### config.mk
export PLATFORM = sky130hd
export DESIGN_NAME = hazard_scoreboard
export DESIGN_NICKNAME = d
export VERILOG_FILES = /design/src/rtl/hazard_scoreboard_pkg.sv /design/src/rtl/hazard_scoreboard_fwd_pick.sv /design/src/rtl/hazard_scoreboard.sv
export SDC_FILE = /design/constraint.sdc
export NUM_CORES = 1
export LEC_CHECK = 0
export ABC_AREA = 0
export CORE_MARGIN = 2
export CORE_UTILIZATION = 29
export DETAILED_ROUTE_END_ITERATION = 8
export DONT_BUFFER_PORTS = 1
export PLACE_DENSITY_LB_ADDON = 0.3
export SLEW_MARGIN = 20
export SYNTH_ARGS = -nofsm -noshare
export SYNTH_HDL_FRONTEND = slang
export SYNTH_SLANG_ARGS = --single-unit
### constraint.sdc
create_clock -name clk -period 3.8 [get_ports clk]
set_input_delay 0.38 -clock clk [delete_from_list [all_inputs] [get_ports clk]]
set_output_delay 0.38 -clock clk [all_outputs]
set_load 0.01 [all_outputs]
### src/rtl/hazard_scoreboard_pkg.sv
// hazard_scoreboard_pkg: shared widths, forward codes and stage-entry helpers for hazard logic
package hazard_scoreboard_pkg;
  localparam int AW = 5;
  localparam int TW = 2;
  localparam logic [TW-1:0] TUSE_NONE = 2'd3;
  localparam logic [1:0] FWD_RF = 2'd0;
  localparam logic [1:0] FWD_E = 2'd1;
  localparam logic [1:0] FWD_M = 2'd2;
  localparam logic [1:0] FWD_W = 2'd3;
  typedef logic [AW-1:0] reg_t;
  typedef logic [TW-1:0] tn_t;
  typedef struct packed {
    reg_t dst;
    tn_t tnew;
  } entry_t;
  function automatic tn_t sat_dec(tn_t x);
    return (x == '0) ? '0 : x - 1'b1;
  endfunction
  function automatic logic match(reg_t a, reg_t dst);
    return (a != '0) && (a == dst);
  endfunction
endpackage

### src/rtl/hazard_scoreboard_fwd_pick.sv
// hz_fwd_pick: nearest-matching-stage forward select, gated on the producer having its result
module hz_fwd_pick
  import hazard_scoreboard_pkg::*;
#(
  parameter int N = 3,
  parameter logic [N-1:0][1:0] CODES = '0
) (
  input  logic [AW-1:0]        src,
  input  logic [N-1:0][AW-1:0] dst,
  input  logic [N-1:0][TW-1:0] tnew,
  output logic [1:0]           sel
);
  always_comb begin
    sel = FWD_RF;
    for (int i = N - 1; i >= 0; i--)
      if (match(src, dst[i])) sel = (tnew[i] == '0) ? CODES[i] : FWD_RF;
  end
endmodule

### src/rtl/hazard_scoreboard.sv
// hazard_scoreboard: tracks E/M/W destinations with ageing Tnew to drive stall and forwarding selects
module hazard_scoreboard
  import hazard_scoreboard_pkg::*;
(
  input  logic          clk,
  input  logic          reset,
  input  logic [AW-1:0] D_rs,
  input  logic [AW-1:0] D_rt,
  input  logic [TW-1:0] D_Tuse_rs,
  input  logic [TW-1:0] D_Tuse_rt,
  input  logic [AW-1:0] D_RFDst,
  input  logic [TW-1:0] D_Tnew,
  output logic          stall,
  output logic [1:0]    FwdD_rs,
  output logic [1:0]    FwdD_rt,
  output logic [1:0]    FwdE_rs,
  output logic [1:0]    FwdE_rt,
  output logic          FwdM_rt
);
  entry_t e, m, w;
  reg_t e_rs, e_rt, m_rt;
  logic [1:0] fm_sel;
  // W never needs checking: a producer always has its result by then
  assign stall = (match(D_rs, e.dst) && e.tnew > D_Tuse_rs) ||
                 (match(D_rs, m.dst) && m.tnew > D_Tuse_rs) ||
                 (match(D_rt, e.dst) && e.tnew > D_Tuse_rt) ||
                 (match(D_rt, m.dst) && m.tnew > D_Tuse_rt);
  always_ff @(posedge clk) begin
    if (reset) begin
      e <= '0;
      m <= '0;
      w <= '0;
      e_rs <= '0;
      e_rt <= '0;
      m_rt <= '0;
    end else begin
      w <= '{dst: m.dst, tnew: sat_dec(m.tnew)};
      m <= '{dst: e.dst, tnew: sat_dec(e.tnew)};
      m_rt <= e_rt;
      e <= stall ? '0 : '{dst: D_RFDst, tnew: D_Tnew};
      e_rs <= stall ? '0 : D_rs;
      e_rt <= stall ? '0 : D_rt;
    end
  end
  hz_fwd_pick #(.N(3), .CODES({FWD_W, FWD_M, FWD_E})) u_fd_rs (
    .src(D_rs), .dst({w.dst, m.dst, e.dst}), .tnew({w.tnew, m.tnew, e.tnew}), .sel(FwdD_rs)
  );
  hz_fwd_pick #(.N(3), .CODES({FWD_W, FWD_M, FWD_E})) u_fd_rt (
    .src(D_rt), .dst({w.dst, m.dst, e.dst}), .tnew({w.tnew, m.tnew, e.tnew}), .sel(FwdD_rt)
  );
  hz_fwd_pick #(.N(2), .CODES({FWD_W, FWD_M})) u_fe_rs (
    .src(e_rs), .dst({w.dst, m.dst}), .tnew({w.tnew, m.tnew}), .sel(FwdE_rs)
  );
  hz_fwd_pick #(.N(2), .CODES({FWD_W, FWD_M})) u_fe_rt (
    .src(e_rt), .dst({w.dst, m.dst}), .tnew({w.tnew, m.tnew}), .sel(FwdE_rt)
  );
  hz_fwd_pick #(.N(1), .CODES(FWD_W)) u_fm_rt (
    .src(m_rt), .dst(w.dst), .tnew(w.tnew), .sel(fm_sel)
  );
  assign FwdM_rt = (fm_sel == FWD_W);
endmodule
==> results.md <==
* Status: finished clean
* Capture point of the worst reg-to-reg path: e_rt[4]
* CP Class: flop to output port
* #FFs+latches synth at 36
* DIE HEIGHT at 88.5 um
* Setup TNS at 0 ps
* Clock slew at reported path FFs at 70 ps
* Core area at 6830 um2
* Pwr Total at 844 uW
* Slowest cell on crit path: dfxtp_1
* Drt via density at 4.47
* Fraction of registers with async set/reset at 0
* Global-route track usage on met3 at 0.0532
* Clk root buf: clkbuf_8
* HP Start: reset
* DRC at 0
* Nets at 253
* Drt wl/cell at 14.2 um
* DP Area at 2120 um2
* Sequential cell area at 721 um2
* Pwr dens at 380 nW/um2
* Drt first pass iters at 4
* Cells after synthesis at 228
* Leak at 0.866 nW
* Total track usage at 0.130
* Num CTS Buffers at 5
* Num Clock Sinks at 36
* Placer congestion estimate at 0.759
* Hold path endpoint: m[1]
* CP peak stage delay at 510 ps
* Largest net degree at the start of global routing at 21
* Crit path launch: m[4]
* Average size of a mapped cell at 9.07 um2
* Hold Path Depth at 1
* Crit path max fanout at 5
* Worst reg-to-reg path cell count at 6
* EDFF count, synth at 0
* Buffers added on ports at 0
* Syn Nets at 261
* CTS Buffer Depth at 2
* Drt total wl at 4.51 mm
* Final setup vio count at 0
* Die extent in x at 88.5 um
* Min cycle time layout at 2340 ps
* Max Freq at 426 MHz
* DP HPWL at 3.48 mm
* CP Data Arrival Time at 1960 ps
* Register area share after synthesis at 0.348
* Worst EP required at 3420 ps
* Grt total ovfl at 0
* Final period utilization at 0.617
* Synthesized cell area at 2070 um2
* Crit path launch type: flop
* First DRT Iteration DRCs at 39
* Setup crit end kind: output port
* CTS-repair resized insts at 0
* H-tree level count at 2
* Main flop type after synthesis: dfxtp_1
* First-pass GRT wire length at 7.49 mm
* Final antenna diode count at 0
* Area grow syn2layout at 7.26%
* Post-synth cell types at 33
* Yosys warnings at 0
* CTS Hold Bufs at 0
* Die footprint at 7820 um2
* Multi-input logic area at 1250 um2
* Worst path cell trace: xnor2_1 > nand3_1 > nor2_1 > or4_1 > o21ai_0
* Filler cells at 736
* Global-route met1 utilization at 0.156
* CTS tree: done
* FF-to-FF setup slack at 1700 ps
* Vias in the first global route at 1437
* Layout Skew at 4.15 ps
* Antenna Nets Post-Route at 0
* Worst-Margin Slew at 769 ps
* Max-cap violations at 0
* Final-report hold violation count at 0
* Total number of vias at 1416
* Setup bufs post-CTS at 0
* Antenna violations before repair at 0
* Unrepaired setup endpoints after global routing: false
* Layout cells sized above 1 at 0.0633
* M2 GR Usage at 0.211
* Top Usage Layer GRT: met2
* I/O pin total at 33
* Reg2reg start: m[1]
* Slew Viols, Final at 0
* Relative slew slack at 0.487
* Design Area, Final at 2220 um2
* Starting density of the core at 0.303
* Clock latency on the worst-skew pair at 290 ps
* Hold WC Path Type: input port to flop
* Peak supply drop at 115 uV
* Cell row count at 30
cells in the mapped netlist, types with 2 or more instances:
master | number | area share
xnor2_1 | 37 | 0.16
dfxtp_1 | 36 | 0.35
and2_1 | 17 | 0.051
nor2b_1 | 17 | 0.051
xor2_1 | 17 | 0.072
clkbuf_1 | 14 | 0.025
ha_1 | 10 | 0.060
inv_1 | 9 | 0.016
nand2_1 | 9 | 0.016
nor3_1 | 9 | 0.022
nor2_1 | 8 | 0.015
nor4_1 | 7 | 0.021
a21oi_1 | 5 | 0.012
nand3_1 | 4 | 0.0097
nand4_1 | 4 | 0.012
nor2_2 | 3 | 0.0091
o21ai_0 | 3 | 0.0073
a21o_1 | 2 | 0.0073
and4_1 | 2 | 0.0085
or4_4 | 2 | 0.011
worst max-delay path by stage:
stage | to | slack (ps) | cells after the start
detailed placement | e_rt[4] | 1540 | 5
floorplan | stall | 1750 | 5
finish | FwdD_rs[0] | 1460 | 5
global placement | e_rt[4] | 1560 | 5
global route | FwdD_rs[0] | 1310 | 5
CTS | FwdD_rs[0] | 1390 | 5
per-stage QoR:
step	setup WS, ps	util	std cells	hold slack (ps)
global placement	1560	0.311	309	408
global route	1310	0.325	317	139
floorplan	1750	-	228	397
finish	1460	0.325	317	156
detailed placement	1540	0.311	309	413
CTS	1390	0.325	317	143
sequential cells by signal, summed over array words and instances, names as in the netlist:
signal  cells
e_rs        5
m_rt        5
e           7
e_rt        5
m           7
w           7
layer usage:
layer	up-vias	routed length, um
li1	738	-
met1	640	1970
met2	30	2140
met3	8	308
met4	0	92
met5	-	0
layout by cell type (no fill, tap or decap):
cell type,netlist,final
a2111o_1,1,1
a2111oi_1,1,1
a2111oi_4,1,1
a21o_1,2,2
a21oi_1,5,5
and2_1,17,17
and3_1,1,1
and4_1,2,2
clkbuf_1,14,1
clkbuf_8,0,6
clkinvlp_4,0,1
dfxtp_1,36,36
ha_1,10,10
inv_1,9,9
mux2_1,1,1
nand2_1,9,9
nand3_1,4,4
nand3b_1,1,1
nand4_1,4,4
nor2_1,8,8
nor2_2,3,3
nor2b_1,17,17
nor3_1,9,9
nor4_1,7,7
nor4b_1,1,1
o211ai_1,1,1
o211ai_2,1,1
o21ai_0,3,3
o22a_1,1,1
o41ai_1,1,1
or4_1,1,1
or4_4,2,2
xnor2_1,37,37
xor2_1,17,17
area by class of cell:
type                       count  area share
clock buffer                   7      0.0389
clock inverter                 1     0.00338
inverter                       9      0.0152
multi-input combinational    168       0.563
sequential                    36       0.325
tap                           96      0.0541
logic make-up after synthesis:
group | count (synthesis) | synth area share
AND/OR/NAND/NOR | 86 | 0.241
AO/OA/AOI/OAI | 17 | 0.0684
XOR/XNOR | 54 | 0.229
buffers and inverters | 24 | 0.0472
adder cells (fa/ha/maj) | 10 | 0.0605
flip-flops | 36 | 0.348
multiplexers | 1 | 0.00544
critical path, delay by kind of cell, from the launching register on:
kind | cells | cell delay, ps
compound gates | 1 | 370
simple gates | 3 | 680
flops | 1 | 510
xor+xnor | 1 | 110
power by group:
part / leakage (nW) / internal, mW / total, mW / switching (mW)
registers: 0.297 / 0.399 / 0.424 / 0.0254
logic: 0.524 / 0.0710 / 0.138 / 0.0668
clock network: 0.0445 / 0.147 / 0.282 / 0.135
total: 0.866 / 0.617 / 0.844 / 0.227
No activity file was read; power rests on OpenSTA's default activity.
